[config.mk]
export PLATFORM = sky130hd
export DESIGN_NAME = game_stacker_gen
export DESIGN_NICKNAME = d
export VERILOG_FILES = /design/src/rtl/stacker_pkg.sv /design/src/rtl/stacker_row_mover.sv /design/src/rtl/game_stacker_gen.sv
export SDC_FILE = /design/constraint.sdc
export NUM_CORES = 1
export LEC_CHECK = 0
export ABC_AREA = 0
export BUFFER_PORTS_ARGS = -buffer_cell sky130_fd_sc_hd__buf_2
export CAP_MARGIN = 5
export CORE_MARGIN = 2
export CORE_UTILIZATION = 40
export CTS_CLUSTER_SIZE = 20
export DETAILED_ROUTE_END_ITERATION = 8
export PLACE_DENSITY = 0.67
export SYNTH_ARGS = -nofsm -noshare
export SYNTH_HDL_FRONTEND = slang
export SYNTH_HIERARCHICAL = 1
export SYNTH_SLANG_ARGS = --single-unit
[constraint.sdc]
create_clock -name clk -period 19.4 [get_ports clk]
set_input_delay 0.97 -clock clk [delete_from_list [all_inputs] [get_ports clk]]
set_output_delay 0.97 -clock clk [all_outputs]
set_load 0.02 [all_outputs]
[src/rtl/stacker_pkg.sv]
// Shared types and helpers for the stacker game core: FSM states, gamestate
// encodings, popcount and saturating add.
package stacker_pkg;

  typedef enum logic [1:0] {IDLE, SHIFT, PLACE, EOG} state_e;

  localparam logic [1:0] GS_RUN  = 2'b01;
  localparam logic [1:0] GS_MENU = 2'b00;

  function automatic logic [31:0] popcount(input logic [63:0] v);
    logic [31:0] n;
    n = '0;
    for (int i = 0; i < 64; i++) n = n + {31'd0, v[i]};
    return n;
  endfunction

  // Adds a and b, clamping at 2^width-1.
  function automatic logic [31:0] sat_add(input logic [31:0] a, input logic [31:0] b,
                                          input int unsigned width);
    logic [32:0] sum;
    logic [32:0] lim;
    sum = {1'b0, a} + {1'b0, b};
    lim = (33'd1 << width) - 33'd1;
    return (sum > lim) ? lim[31:0] : sum[31:0];
  endfunction

endpackage

[src/rtl/stacker_row_mover.sv]
// Sweeps the active block across the row: tick divider, position, direction
// and edge bounce. Spawn restarts the divider at the left edge moving right.
module stacker_row_mover #(
  parameter int COLS = 8,
  parameter int WW   = 4,
  parameter int DW   = 4
) (
  input  logic            clk,
  input  logic            rst,
  input  logic            tick,
  input  logic            en,
  input  logic            spawn,
  input  logic [WW-1:0]   w,
  input  logic [DW-1:0]   div,
  output logic [COLS-1:0] mask
);

  logic [WW-1:0] pos_q, pos_d, lim;
  logic          dir_q, dir_d;  // 0 = moving right, 1 = moving left
  logic [DW-1:0] cnt_q, cnt_d;

  assign lim = WW'(COLS) - w;

  always_comb begin
    pos_d = pos_q;
    dir_d = dir_q;
    cnt_d = cnt_q;
    if (spawn) begin
      pos_d = '0;
      dir_d = 1'b0;
      cnt_d = '0;
    end else if (en && tick) begin
      if (cnt_q + DW'(1) >= div) begin
        cnt_d = '0;
        // A full-width block has nowhere to go; otherwise bounce without dwell.
        if (lim != '0) begin
          if (!dir_q) begin
            if (pos_q == lim) begin
              dir_d = 1'b1;
              pos_d = pos_q - WW'(1);
            end else begin
              pos_d = pos_q + WW'(1);
            end
          end else begin
            if (pos_q == '0) begin
              dir_d = 1'b0;
              pos_d = pos_q + WW'(1);
            end else begin
              pos_d = pos_q - WW'(1);
            end
          end
        end
      end else begin
        cnt_d = cnt_q + DW'(1);
      end
    end
  end

  always_ff @(posedge clk or posedge rst) begin
    if (rst) begin
      pos_q <= '0;
      dir_q <= 1'b0;
      cnt_q <= '0;
    end else begin
      pos_q <= pos_d;
      dir_q <= dir_d;
      cnt_q <= cnt_d;
    end
  end

  assign mask = ~({COLS{1'b1}} << w) << (lim - pos_q);

endmodule

[src/rtl/game_stacker_gen.sv]
// Stacker game core: owns the row stack, scoring, level and game FSM; the row mover sweeps the block.
// Define STACKER_PERFECT_BONUS_EN to award 2*w extra for an untrimmed placement above the bottom row.
module game_stacker_gen
  import stacker_pkg::*;
#(
  parameter int COLS     = 8,
  parameter int ROWS     = 8,
  parameter int START_W  = 3,
  parameter int ID_W     = 16,
  parameter int SCORE_W  = 16,
  parameter int DIV_INIT = 8,
  parameter int DIV_MIN  = 1
) (
  input  logic                       clk,
  input  logic                       rst,
  input  logic                       tick,
  input  logic                       place,
  input  logic [ID_W-1:0]            userid,
  input  logic [1:0]                 gamestate,
  output logic                       game_eog,
  output logic                       game_win,
  output logic [$clog2(ROWS+1)-1:0]  level,
  output logic [ROWS*COLS-1:0]       game_display,
  output logic [ID_W+SCORE_W-1:0]    game_data
);

  localparam int WW = $clog2(COLS + 1);
  localparam int DW = $clog2(DIV_INIT + 1);
  localparam int LW = $clog2(ROWS + 1);
  localparam int AW = (ROWS > 1) ? $clog2(ROWS) : 1;

  state_e                  state_q, state_d;
  logic [COLS-1:0]         rows_q [ROWS];
  logic [COLS-1:0]         rows_d [ROWS];
  logic [AW-1:0]           act_q, act_d;
  logic [WW-1:0]           w_q, w_d;
  logic [SCORE_W-1:0]      score_q, score_d;
  logic [LW-1:0]           level_q, level_d;
  logic                    eog_q, eog_d, win_q, win_d, place_q;
  logic [ROWS*COLS-1:0]    disp_q, disp_d;
  logic [ID_W+SCORE_W-1:0] data_q;
  logic                    run, place_edge, spawn, mv_en, clear_rows;
  logic [COLS-1:0]         mask, below, overlap;
  logic [31:0]             pc, gain, bonus;
  logic [DW-1:0]           div;
  int                      div_i;

  assign run        = (gamestate == GS_RUN);
  assign place_edge = place & ~place_q;
  // A place edge freezes the block so PLACE sees the pre-tick mask.
  assign mv_en      = (state_q == SHIFT) && run && !place_edge;

  always_comb begin
    div_i = DIV_INIT - int'(level_q);
    if (div_i < DIV_MIN) div_i = DIV_MIN;
  end
  assign div = DW'(div_i);

  stacker_row_mover #(.COLS(COLS), .WW(WW), .DW(DW)) u_mover (
    .clk   (clk),
    .rst   (rst),
    .tick  (tick),
    .en    (mv_en),
    .spawn (spawn),
    .w     (w_q),
    .div   (div),
    .mask  (mask)
  );

  always_comb begin
    below   = (act_q == AW'(ROWS - 1)) ? {COLS{1'b1}} : rows_q[act_q + AW'(1)];
    overlap = mask & below;
    pc      = popcount(64'(overlap));
    gain    = pc * (32'(level_q) + 32'd1);
    bonus   = '0;
`ifdef STACKER_PERFECT_BONUS_EN
    if ((overlap == mask) && (act_q != AW'(ROWS - 1))) bonus = pc << 1;
`endif
  end

  always_comb begin
    state_d    = state_q;
    rows_d     = rows_q;
    act_d      = act_q;
    w_d        = w_q;
    score_d    = score_q;
    level_d    = level_q;
    eog_d      = eog_q;
    win_d      = win_q;
    spawn      = 1'b0;
    clear_rows = 1'b0;
    case (state_q)
      IDLE: begin
        clear_rows = 1'b1;
        if (run) begin
          state_d = SHIFT;
          act_d   = AW'(ROWS - 1);
          w_d     = WW'(START_W);
          score_d = '0;
          level_d = '0;
          spawn   = 1'b1;
        end
      end
      SHIFT: begin
        if (!run) begin
          state_d    = IDLE;
          clear_rows = 1'b1;
        end else if (place_edge) begin
          state_d = PLACE;
        end
      end
      PLACE: begin
        if (!run) begin
          state_d    = IDLE;
          clear_rows = 1'b1;
        end else if (overlap == '0) begin
          state_d = EOG;
          eog_d   = 1'b1;
          win_d   = 1'b0;
        end else begin
          rows_d[act_q] = overlap;
          w_d           = WW'(pc);
          score_d       = SCORE_W'(sat_add(sat_add(32'(score_q), gain, SCORE_W), bonus, SCORE_W));
          level_d       = level_q + LW'(1);
          if (act_q == '0) begin
            state_d = EOG;
            eog_d   = 1'b1;
            win_d   = 1'b1;
          end else begin
            state_d = SHIFT;
            act_d   = act_q - AW'(1);
            spawn   = 1'b1;
          end
        end
      end
      EOG: begin
        if (gamestate == GS_MENU) begin
          state_d    = IDLE;
          eog_d      = 1'b0;
          win_d      = 1'b0;
          clear_rows = 1'b1;
        end
      end
      default: state_d = IDLE;
    endcase
    if (clear_rows) begin
      for (int r = 0; r < ROWS; r++) rows_d[r] = '0;
    end
  end

  always_comb begin
    disp_d = '0;
    for (int r = 0; r < ROWS; r++) begin
      disp_d[r*COLS +: COLS] = ((state_q == SHIFT || state_q == PLACE) && act_q == AW'(r))
                               ? mask : rows_q[r];
    end
  end

  always_ff @(posedge clk or posedge rst) begin
    if (rst) begin
      state_q <= IDLE;
      for (int r = 0; r < ROWS; r++) rows_q[r] <= '0;
      act_q   <= AW'(ROWS - 1);
      w_q     <= WW'(START_W);
      score_q <= '0;
      level_q <= '0;
      eog_q   <= 1'b0;
      win_q   <= 1'b0;
      place_q <= 1'b0;
      disp_q  <= '0;
      data_q  <= '0;
    end else begin
      state_q <= state_d;
      rows_q  <= rows_d;
      act_q   <= act_d;
      w_q     <= w_d;
      score_q <= score_d;
      level_q <= level_d;
      eog_q   <= eog_d;
      win_q   <= win_d;
      place_q <= place;
      disp_q  <= disp_d;
      data_q  <= {userid, score_q};
    end
  end

  assign game_eog     = eog_q;
  assign game_win     = win_q;
  assign level        = level_q;
  assign game_display = disp_q;
  assign game_data    = data_q;

endmodule

# Yosys cells after proc, flatten, opt, wreduce, memory -nomap -nowiden
# Cells that the tools add are included.
op_classes:
  muxes: 80
  add_sub_neg: 18
  order_cmp: 7
  n_eq_ne: 20
  n_mul: 1
  n_reduce_logical: 34
  n_bitwise: 6
  n_shift: 2
ops:
  columns: ["cell", "n"]
  rows:
  - ["64-bit two-way mux", 4]
  - ["8-bit two-way mux", 12]
  - ["4-bit two-way mux", 17]
  - ["64-bit bitwise mux", 1]
  - ["16-bit two-way mux", 4]
  - ["17-bit by 16-bit greater-than comparator with 1-bit output (second input constant)", 2]
  - ["16-bit one-hot mux with 2 select lines", 1]
  - ["8-bit binary-select mux with 3-bit select", 1]
  - ["8-bit demux with 3-bit select", 1]
  - ["1-bit two-way mux", 19]
  - ["16-bit by 13-bit adder with 17-bit output", 1]
  - ["17-bit two-way mux", 1]
  - ["4-bit one-hot mux with 2 select lines", 2]
  - ["2-bit two-way mux", 7]
  - ["2-bit nonzero test", 7]
  - ["8-bit by 5-bit multiplier with 13-bit output", 1]
  - ["4-bit by 1-bit adder with 4-bit output (second input constant)", 3]
  - ["3-bit equality test (second input constant)", 4]
  - ["1-bit logical AND", 12]
  - ["3-bit two-way mux", 4]
  - ["2-bit != test (second input constant)", 6]
  - ["3-bit AND reduction", 3]
  - ["7-bit by 1-bit adder with 8-bit output", 1]
  - ["8-bit bitwise AND", 1]
  - ["43 further kinds", 53]
word_totals:
  ff_bits: 201
  in_bits: 22
  wordCells: 189
  output_inout_bits: 102

# Logic depth before layout (Yosys ltp)
# Gate-level depths: netlist of the first run.
logic_depth:
  depth_word: 23
  mapped_depth: 35
  ltp_nobuf: 32

# Hierarchy
# Netlist of the first run, hierarchy kept.
modules_own_cells:
  columns: ["module", "area_per_inst_um2", "n_inst", "seq_area_each_um2", "cells_per_inst"]
  rows:
  - ["game_stacker_gen", 9434.0, 1, 4810.9, 776]
  - ["stacker_row_mover", 1258.7, 1, 225.2, 151]

# Least setup slack after synthesis of the first run
# Ideal clock, no wire load.
synth_timing:
  kind: "register -> register"
  start: "register act_q[0]"
  end: "register score_q[4]"
  stages_incl_launch_ff: 34
  required_ps: 19280
  synth_period_minus_slack_ps: 8676
  setup_ps: 120
  path_buffers: 7
  arrival_time_ps: 8556
  setup_slack_ps: 10724
  path_cell_list: "dfstp_2 -> buf_6 -> buf_12 -> buf_2 -> inv_1 -> ha_1 -> clkbuf_1 -> buf_1 -> mux4_2 -> mux2_2 -> o21a_1 -> clkbuf_1 -> inv_1 -> fa_1 -> fa_1 -> inv_1 -> fa_1 -> ha_1 -> fa_1 -> xor2_1 -> nand2_1 -> fa_1 -> fa_1 -> inv_1 -> fa_1 -> ha_1 -> nor2b_1 -> o21ai_0 -> nand2b_1 -> a311oi_1 -> nor4_1 -> clkbuf_1 -> o21ai_0 -> nand2_1"
synth_between:
  elab_chain_len: 23
  word_cells_on_any_way: 27
  classes_between: "add/sub: 9; mul: 1; order compare: 2; eq/ne: 2; mux: 9; bitwise: 2; reduce/logical: 2"
synth_rtl:
  columns: ["item", "line_no", "text"]
  rows:
  - ["start, declared", "game_stacker_gen.sv:35", "logic [AW-1:0] act_q, act_d;"]
  - ["start signal, assigned", "game_stacker_gen.sv:163", "act_q <= AW'(ROWS - 1);"]
  - ["start signal, assigned", "game_stacker_gen.sv:175", "act_q <= act_d;"]
  - ["3-bit by 1-bit adder with 3-bit output", "game_stacker_gen.sv:71", "below = (act_q == AW'(ROWS - 1)) ? {COLS{1'b1}} : rows_q[act_q + AW'(1)];"]
  - ["3-bit NOT with 4-bit output (implied by the code)", "game_stacker_gen.sv:71", null]
  - ["8-bit binary-select mux with 3-bit select", "game_stacker_gen.sv:71", null]
  - ["8-bit two-way mux (implied by the code) (2 in a row)", "game_stacker_gen.sv:71", null]
  - ["8-bit two-way mux (*)", "game_stacker_gen.sv:71", null]
  - ["8-bit bitwise AND (*)", "game_stacker_gen.sv:72", "overlap = mask & below;"]
  - ["1-bit by 1-bit adder with 2-bit output", "stacker_pkg.sv:13", "for (int i = 0; i < 64; i++) n = n + {31'd0, v[i]};"]
  - ["2-bit by 1-bit adder with 3-bit output", "stacker_pkg.sv:13", null]
  - ["(+6 left out)", null, null]
  - ["16-bit by 13-bit adder with 17-bit output", "stacker_pkg.sv:22", "sum = {1'b0, a} + {1'b0, b};"]
  - ["17-bit by 16-bit greater-than comparator with 1-bit output", "stacker_pkg.sv:24", "return (sum > lim) ? lim[31:0] : sum[31:0];"]
  - ["17-bit two-way mux", "stacker_pkg.sv:24", null]
  - ["17-bit by 16-bit greater-than comparator with 1-bit output", "stacker_pkg.sv:24", null]
  - ["16-bit two-way mux", "stacker_pkg.sv:24", null]
  - ["16-bit two-way mux", "game_stacker_gen.sv:116", "end else if (overlap == '0) begin"]
  - ["16-bit two-way mux", "game_stacker_gen.sv:113", "if (!run) begin"]
  - ["16-bit one-hot mux with 2 select lines", "game_stacker_gen.sv:92", "case (state_q)"]
  - ["end signal, assigned", "game_stacker_gen.sv:177", "score_q <= score_d;"]
  - ["end, declared", "game_stacker_gen.sv:37", "logic [SCORE_W-1:0] score_q, score_d;"]
# Mark *: on every way between the ends. The rest lies on a longest branch, timed or not. The select of a mux whose other input is x is not followed.
# A chain may end at the register's enable or synchronous reset.

# Worst setup path in the final report of the first run
layout_timing:
  start: "register w_q[1]"
  end: "register score_q[15]"
layout_between:
  word_cells_on_any_way: 25
  classes_between: "add/sub: 10; mul: 1; order compare: 2; eq/ne: 1; shift: 2; mux: 5; bitwise: 2; reduce/logical: 2"
layout_lines:
  columns: ["item", "line_no", "text"]
  rows:
  - ["start, declared", "game_stacker_gen.sv:36", "logic [WW-1:0] w_q, w_d;"]
  - ["start signal, assigned", "game_stacker_gen.sv:164", "w_q <= WW'(START_W);"]
  - ["start signal, assigned", "game_stacker_gen.sv:176", "w_q <= w_d;"]
  - ["4-bit subtractor or 8-bit by 4-bit << shifter with 8-bit output (tied branches)", "stacker_row_mover.sv:22, stacker_row_mover.sv:71", null]
  - ["4-bit subtractor or 8-bit NOT (tied branches)", "stacker_row_mover.sv:71", "assign mask = ~({COLS{1'b1}} << w) << (lim - pos_q);"]
  - ["8-bit by 4-bit << shifter with 8-bit output (*)", "stacker_row_mover.sv:71", null]
  - ["named net mask[5]", "game_stacker_gen.sv:43", "logic [COLS-1:0] mask, below, overlap;"]
  - ["8-bit bitwise AND (*)", "game_stacker_gen.sv:72", null]
  - ["5-bit by 1-bit adder with 6-bit output", "stacker_pkg.sv:13", null]
  - ["6-bit by 1-bit adder with 7-bit output", "stacker_pkg.sv:13", null]
  - ["7-bit by 1-bit adder with 8-bit output", "stacker_pkg.sv:13", null]
  - ["8-bit by 5-bit multiplier with 13-bit output", "game_stacker_gen.sv:74", "gain = pc * (32'(level_q) + 32'd1);"]
  - ["16-bit by 13-bit adder with 17-bit output", "stacker_pkg.sv:22", null]
  - ["17-bit by 16-bit greater-than comparator with 1-bit output", "stacker_pkg.sv:24", null]
  - ["17-bit two-way mux", "stacker_pkg.sv:24", null]
  - ["17-bit by 16-bit greater-than comparator with 1-bit output", "stacker_pkg.sv:24", null]
  - ["16-bit two-way mux", "stacker_pkg.sv:24", null]
  - ["16-bit two-way mux", "game_stacker_gen.sv:116", null]
  - ["16-bit two-way mux", "game_stacker_gen.sv:113", null]
  - ["16-bit one-hot mux with 2 select lines", "game_stacker_gen.sv:92", null]
# Mark *: on every way through the listed nets, which the timed path passes. The rest lies on a longest branch. The select of a mux whose other input is x is not followed.

==> flow_summary.rst, run 1 <==
.. list-table::
   :header-rows: 1

   * - Metric
     - Value
   * - IR Drop Worst-Case VDD
     - 0.122 mV
   * - Type of the worst setup path
     - flop to flop
   * - Tightest Pin Transition
     - 1.00 ns
   * - Largest stage delay on the critical path
     - 0.75 ns
   * - Final wirelength
     - 25.1 mm
   * - Unrepaired setup endpoints after global routing
     - false
   * - Clock Path Buffers
     - 3
   * - Estimated wirelength of the detail-placed design
     - 17.0 mm
   * - Fill cell total of the finished layout
     - 2406
   * - Leakage power of the design
     - 0.00654 uW
   * - Sort of element at the start of the critical path
     - flop
   * - Tightest slew margin relative to the limit
     - 0.330
   * - Total area of sequential cells
     - 0.00504 sq mm
   * - Total global routing track utilization
     - 0.181
   * - Die Area
     - 0.0281 sq mm
   * - Most frequent CP cell
     - fa_1
   * - Setup tns final
     - 0 ns
   * - Clock tree from TritonCTS
     - built
   * - Fmax achieved
     - 108 MHz
   * - Via-to-Cell Ratio
     - 5.33
   * - Buffers and inverters on the worst path
     - 6
   * - Number of instances resized during post-cts repair
     - 0
   * - Cells after DPL
     - 1350
   * - Crit-path leading delay family
     - adder cells
   * - First-pass iteration count of the detailed router
     - 7
   * - Height of the die
     - 168 microns
   * - Area of the mapped netlist
     - 0.0107 sq mm
   * - Most used flip-flop cell after synthesis
     - dfrtp_1
   * - Data required time at the worst endpoint
     - 19.79 ns
   * - Portion of the post-synthesis area used by sequential elements
     - 0.471
   * - Layout Skew
     - 0.00732 ns
   * - CTS sink cnt
     - 201
   * - Die W
     - 168 microns
   * - Fraction of the mapped netlist area in simple logic gates
     - 0.113
   * - Pin count of the biggest net entering global routing
     - 117
   * - Count of nets left with antenna violations after detail routing
     - 0
   * - Worst endpoint data arrival time
     - 9.63 ns
   * - Insertion delay to the later sink of the worst-skew pair
     - 0.52 ns
   * - Vias in the first global route
     - 7377
   * - Number of buffers inserted by port buffering
     - 123
   * - Number of setup buffers added after CTS
     - 0
   * - Clock period minus final worst setup slack
     - 9.24 ns
   * - Number of standard cells after synthesis
     - 927
   * - Number of primary I/O pins
     - 124
   * - Finished Layout Cells
     - 1392
   * - Combinational family with the most area after synthesis
     - multiplexers
   * - Number of warnings issued by yosys
     - 6
   * - Number of antenna violations at the first check in global routing
     - 0
   * - HP Class
     - flop to flop
   * - Number of different library cells in the post-synthesis netlist
     - 73
   * - Number of design-rule violations left by the first detailed-router iteration
     - 547
   * - GP Congestion
     - 0.863
   * - Clock transition at path regs
     - 0.06 ns
   * - Post-synth EDFFs
     - 0
   * - Final routed DRC violation total
     - 12
   * - Area share of xor/xnor cells in the synthesized design
     - 0.0170
   * - Multiplexer fraction of the synthesized cell area
     - 0.169
   * - Async set-reset flop share out of synthesis
     - 1.00
   * - Violations in the final reports
     - DRC
   * - Number of max-cap violations
     - 0
   * - Clock Tree Root
     - clkbuf_16
   * - Top fanout value on the critical path
     - 12
   * - Area of the multi-input gates
     - 0.00511 sq mm
   * - Final max-slew violation count
     - 0
   * - Number of vias after detailed routing
     - 7421
   * - Maximum level of the CTS H-tree
     - 1
   * - Hold violation total from the final report
     - 0
   * - Compound-cell area share of the yosys netlist
     - 0.0842
   * - Synthesized area per cell
     - 11.5 sq um
   * - Most common cell after layout, fill and taps aside
     - dfrtp_1
   * - Overflow after GRT
     - 0
   * - Synthesized flop and latch total
     - 201
   * - Worst path slowest cell
     - xnor2_1
   * - Share of final-layout standard cells stronger than drive strength 1
     - 0.277
   * - Outcome
     - finished with violations
   * - Area growth from synthesis to layout
     - 14.5%
   * - CTS hold repair buffers
     - 0
   * - Number of buffers inserted during clock tree synthesis
     - 23
   * - Count of antenna diodes in the layout
     - 0
   * - Setup-violating endpoint count in the final report
     - 0
   * - Net count, final
     - 1132
   * - Initial core utilization
     - 0.409
   * - Global-route wire length before repair
     - 40.9 mm
   * - Synthesized Nets
     - 1019
   * - Wire length per cell after detailed routing
     - 18.0 microns
   * - Power per standard cell area
     - 129 mW/mm^2
   * - Area of the placeable core
     - 0.0261 sq mm
   * - Final period utilization
     - 0.476
   * - Most frequent cells in the layout
     - dfrtp_1, buf_2, nor2_1, mux2_2, mux2i_1
   * - Endpoint type of the worst setup path
     - flop
   * - Post-synthesis share of cell area spent on full adders, half adders and majority gates
     - 0.0945
   * - # rows
     - 59
## cell families (layout without fill, tap and decap cells)
group	Yosys count	count (layout)
AOI/OAI and AO/OA	129	129
xor gates and xnor gates	19	19
adders and majority gates	70	70
buffers and inverters	111	241
DFF	201	201
muxes	151	151
and+or+nand+nor	246	246
## metrics by stage
| stage | worst slack, ns | area, sq um | util | power [uW] | hold WS, ns |
|---|---|---|---|---|---|
| after floorplan | 10.72 | 10700 | - | 983 | 0.354 |
| after global placement | 10.42 | 11500 | 0.441 | 1160 | 0.388 |
| after detailed placement | 10.30 | 11500 | 0.441 | 1170 | 0.377 |
| after CTS | 10.23 | 12200 | 0.468 | 1590 | 0.400 |
| after global routing | 9.41 | 12200 | 0.468 | 1690 | 0.406 |
| final | 10.16 | 12200 | 0.468 | 1580 | 0.397 |
## registers in the layout, indices dropped and copies added, names as in the netlist
register and flops:
act_q 3, game_data 32, game_display 64, game_eog 1
game_win 1, level 4, place_q 1, rows_q 64
score_q 16, state_q 2, u_mover/cnt_q 4, u_mover/dir_q 1
u_mover/pos_q 4, w_q 4
## cell type report
class,instances,share of cell area
clock buffer,25,0.0476
clock inverter,17,0.0107
inverter,63,0.0199
multi-input combinational,615,0.418
sequential,201,0.411
tap,335,0.0342
timing repair buffer,136,0.0583
## worst reg2reg max path: cells and delay by family (launching register included)
family	cells	cell delay [ns]
simple gates	3	0.41
buf+inv	6	0.57
compound gates	8	1.85
mux	1	0.27
fa+ha+maj	11	4.34
xor+xnor	2	1.01
flops	1	0.65
## Yosys cell counts (all sizes together), types with 3 or more instances
cell,n,area [sq um]
mux2,69,777
o21ai,36,180
nand4,3,18.8
dfrtp,196,4900
a22oi,3,22.5
nand2b,10,62.6
or3,6,37.5
or4,6,45.0
o21bai,4,30.0
mux4,17,383
o22ai,3,18.8
nor2b,11,68.8
dfstp,5,131
o221a,7,78.8
a31oi,3,18.8
o31ai,6,58.8
nor3,17,113
fa,18,360
nor4,6,67.6
inv,63,236
a311oi,5,43.8
a21oi,24,131
a21o,7,60.1
ha,52,651
nand3,10,50.1
a2111oi,4,41.3
nand2,54,203
xnor2,10,95.1
xor2,9,86.3
nor2,104,395
a211oi,8,60.1
buf,25,219
o21a,7,52.6
mux2i,65,651
clkbuf,23,86.3
and2,6,37.5
and3,3,18.8
## routing by layer
metal	global-route usage	wire, microns	up-vias
li1	-	-	3472
met1	0.253	11400	3690
met2	0.293	11700	219
met3	0.0284	1390	40
met4	0.0541	645	0
met5	0	0	-
## power breakdown
group | internal, uW | switching (uW)
clock | 223 | 184
combinational | 243 | 465
sequential | 442 | 18.9
total | 908 | 668
## final timing paths
kind / cells after the start / slack (ns) / end / startpoint
setup / recovery: 31 / 10.16 / score_q[15] / w_q[1]
hold / removal: 0 / 0.40 / game_data[3] / score_q[3]
setup reg to reg: 31 / 10.16 / score_q[15] / w_q[1]
hold reg to reg: 0 / 0.40 / game_data[3] / score_q[3]
max in group asynchronous: 3 / 17.27 / game_display[43] / rst
min in group asynchronous: 2 / 0.46 / u_mover/dir_q / rst
Power figures use the tool's default switching activity.
==> run 2: changes to the inputs <==
==> constraint.sdc (replaced) <==
create_clock -name clk -period 9.45 [get_ports clk]
set_input_delay 0.4725 -clock clk [delete_from_list [all_inputs] [get_ports clk]]
set_output_delay 0.4725 -clock clk [all_outputs]
set_load 0.02 [all_outputs]
==> flow_summary.rst, run 2 (synthesis gave the netlist of run 1 again) <==
.. list-table::
   :header-rows: 1

   * - Metric
     - Value
   * - Most frequent cells in the layout
     - dfrtp_1, buf_2, nor2_1, mux2_2, mux2i_1
   * - Initial core utilization
     - 0.409 (unchanged)
   * - Count of nets left with antenna violations after detail routing
     - 0 (unchanged)
   * - Number of buffers inserted by port buffering
     - 123 (unchanged)
   * - Total power
     - 3410 uW (+120%)
   * - CTS sink cnt
     - 201 (unchanged)
   * - Clock period minus final worst setup slack
     - 8.90 ns (-0.349 ns)
   * - Fill cell total of the finished layout
     - 2387 (-0.79%)
   * - Final max-slew violation count
     - 0 (unchanged)
   * - Crit-path leading delay family
     - adder cells
   * - Wire length per cell after detailed routing
     - 18.3 microns (+1.4%)
   * - Clock Tree Root
     - clkbuf_16
   * - Buffers and inverters on the worst path
     - 5 (-1)
   * - Global-route track usage on met2
     - 0.293 (unchanged)
   * - Number of antenna violations at the first check in global routing
     - 0 (unchanged)
   * - Tightest slew margin relative to the limit
     - 0.387 (+0.0562)
   * - Global-route wire length before repair
     - 41.2 mm (+0.73%)
   * - Fmax achieved
     - 112 MHz (+3.9%)
   * - Die Area
     - 0.0281 sq mm (unchanged)
   * - Worst endpoint data arrival time
     - 9.27 ns (-0.36 ns)
   * - Data required time at the worst endpoint
     - 9.82 ns (-9.97 ns)
   * - Final routed DRC violation total
     - 12 (unchanged)
   * - R2R Path Start
     - w_q[1]
   * - Minimum setup slack among reg-to-reg paths
     - 0.55 ns (-9.60 ns)
   * - First-pass iteration count of the detailed router
     - 7 (unchanged)
   * - Final period utilization
     - 0.941 (+0.465)
   * - Clock transition at path regs
     - 0.06 ns (about the same)
   * - Final wirelength
     - 25.6 mm (+1.8%)
   * - Hold Crit Depth
     - 1 (+1)
   * - Tightest Pin Transition
     - 0.920 ns (-0.0844 ns)
   * - Maximum level of the CTS H-tree
     - 1 (unchanged)
   * - Sort of element at the start of the critical path
     - flop
   * - Unrepaired setup endpoints after global routing
     - false
   * - Insertion delay to the later sink of the worst-skew pair
     - 0.52 ns (about the same)
   * - Total global routing track utilization
     - 0.184 (+0.00273)
   * - Number of max-cap violations
     - 0 (unchanged)
   * - Clock Path Buffers
     - 3 (unchanged)
   * - Area of the placeable core
     - 0.0261 sq mm (unchanged)
   * - Hold violation total from the final report
     - 0 (unchanged)
   * - Clock tree from TritonCTS
     - built
   * - Number of buffers inserted during clock tree synthesis
     - 24 (+4.3%)
   * - Via-to-Cell Ratio
     - 5.33 (about the same)
   * - R2R cell count
     - 30 (-3.2%)
   * - Number of primary I/O pins
     - 124 (unchanged)
   * - Most utilized layer in the global route result
     - met2
   * - Outcome
     - finished with violations
   * - Number of setup buffers added after CTS
     - 0 (unchanged)
   * - Number of design-rule violations left by the first detailed-router iteration
     - 583 (+6.6%)
   * - # rows
     - 59 (unchanged)
   * - Worst path slowest cell
     - dfstp_2
   * - Largest stage delay on the critical path
     - 0.65 ns (-0.10 ns)
   * - Layout Skew
     - 0.0165 ns (+0.00921 ns)
   * - GR Layer Usage met3
     - 0.0310 (+0.00260)
   * - GP Congestion
     - 0.863 (about the same)
   * - Type of the worst setup path
     - flop to flop
   * - HP Class
     - primary input to flop
   * - Most common cell after layout, fill and taps aside
     - dfrtp_1
   * - Share of final-layout standard cells stronger than drive strength 1
     - 0.284 (+0.00690)
   * - Estimated wirelength of the detail-placed design
     - 17.4 mm (+1.9%)
   * - Die W
     - 168 microns (unchanged)
   * - Worst Hold Path EP
     - game_data[16]
   * - Hold Crit Start
     - userid[0]
   * - Most frequent CP cell
     - fa_1
   * - Power per standard cell area
     - 273 mW/mm^2 (+110%)
   * - Setup tns final
     - 0 ns (unchanged)
   * - Overflow after GRT
     - 0 (unchanged)
   * - Pin count of the biggest net entering global routing
     - 130 (+11%)
   * - Setup-violating endpoint count in the final report
     - 0 (unchanged)
   * - Leakage power of the design
     - 0.00664 uW (+1.5%)
   * - Count of antenna diodes in the layout
     - 0 (unchanged)
   * - Top fanout value on the critical path
     - 9 (-3)
   * - Height of the die
     - 168 microns (unchanged)
   * - IR Drop Worst-Case VDD
     - 0.220 mV (+80%)
   * - Violations in the final reports
     - DRC
   * - Number of vias after detailed routing
     - 7448 (+0.36%)
   * - Area growth from synthesis to layout
     - 16.6%
   * - Endpoint type of the worst setup path
     - flop
   * - Vias in the first global route
     - 7354 (-0.31%)
   * - Global-route track usage on met1
     - 0.256 (+0.00324)
   * - Net count, final
     - 1137 (+0.44%)
   * - Worst flop-to-flop path endpoint
     - score_q[15]
run 2: changes by cell type in the layout (fill, tap and decap cells not counted), sizes merged:
| cell | before | now |
|---|---|---|
| inv | 67 | 65 |
| clkinvlp | 4 | 2 |
| clkbuf | 25 | 33 |
| buf | 136 | 139 |
| bufinv | 0 | 4 |
| dlygate4sd3 | 0 | 1 |
| clkinv | 9 | 3 |
run 2: layout make-up:
cell class,instances,area (sq um),area share
Clock buffer,33,676,0.0542
Clock inverter,11,174,0.0139
Inverter,63,244,0.0196
Multi-Input combinational cell,615,5180,0.415
Sequential cell,201,5040,0.404
Tap cell,335,419,0.0336
Timing Repair Buffer,140,746,0.0598
run 2: what timing repair did:
action / in CTS / in global routing
hold endpoints to repair: 9 / 0
hold buffers: 1 / 0
resized for setup: 0 / 11
setup endpoints to repair: 0 / 16
run 2: worst max-delay path by stage:
stage | start | end | slack (ns) | cells after the start
6_report | w_q[1] | score_q[15] | 0.55 | 30
5_1_grt | w_q[1] | score_q[3] | 0.009 | 30
4_1_cts | w_q[1] | score_q[3] | 0.17 | 29
3_5_place_dp | w_q[1] | score_q[9] | 0.22 | 29
3_3_place_gp | w_q[1] | score_q[15] | 0.52 | 28
2_1_floorplan | act_q[0] | score_q[4] | 0.77 | 33
run 2: power breakdown:
| group | switching (uW) | total [uW] | internal, uW |
|---|---|---|---|
| clock | 372 | 985 | 613 |
| sequential | 38.9 | 947 | 908 |
| combinational | 965 | 1470 | 510 |
run 2: routing by layer:
metal / up-vias / part of all wire
met5: - / 0
met4: 0 / 0.028
met3: 47 / 0.067
met2: 265 / 0.46
met1: 3669 / 0.44
li1: 3467 / -
run 2: stage by stage:
step | cells | worst slack [ns] | hold slack, ns | instance area [sq um] | utilization
2_1_floorplan | 927 | 0.774 | 0.300 | 10700 | -
3_3_place_gp | 1353 | 0.517 | 0.387 | 11500 | 0.442
3_5_place_dp | 1353 | 0.219 | 0.363 | 11500 | 0.442
4_1_cts | 1398 | 0.171 | 0.0417 | 12400 | 0.475
5_1_grt | 1398 | 0.00873 | 0.0388 | 12500 | 0.477
6_report | 1398 | 0.555 | 0.0612 | 12500 | 0.477
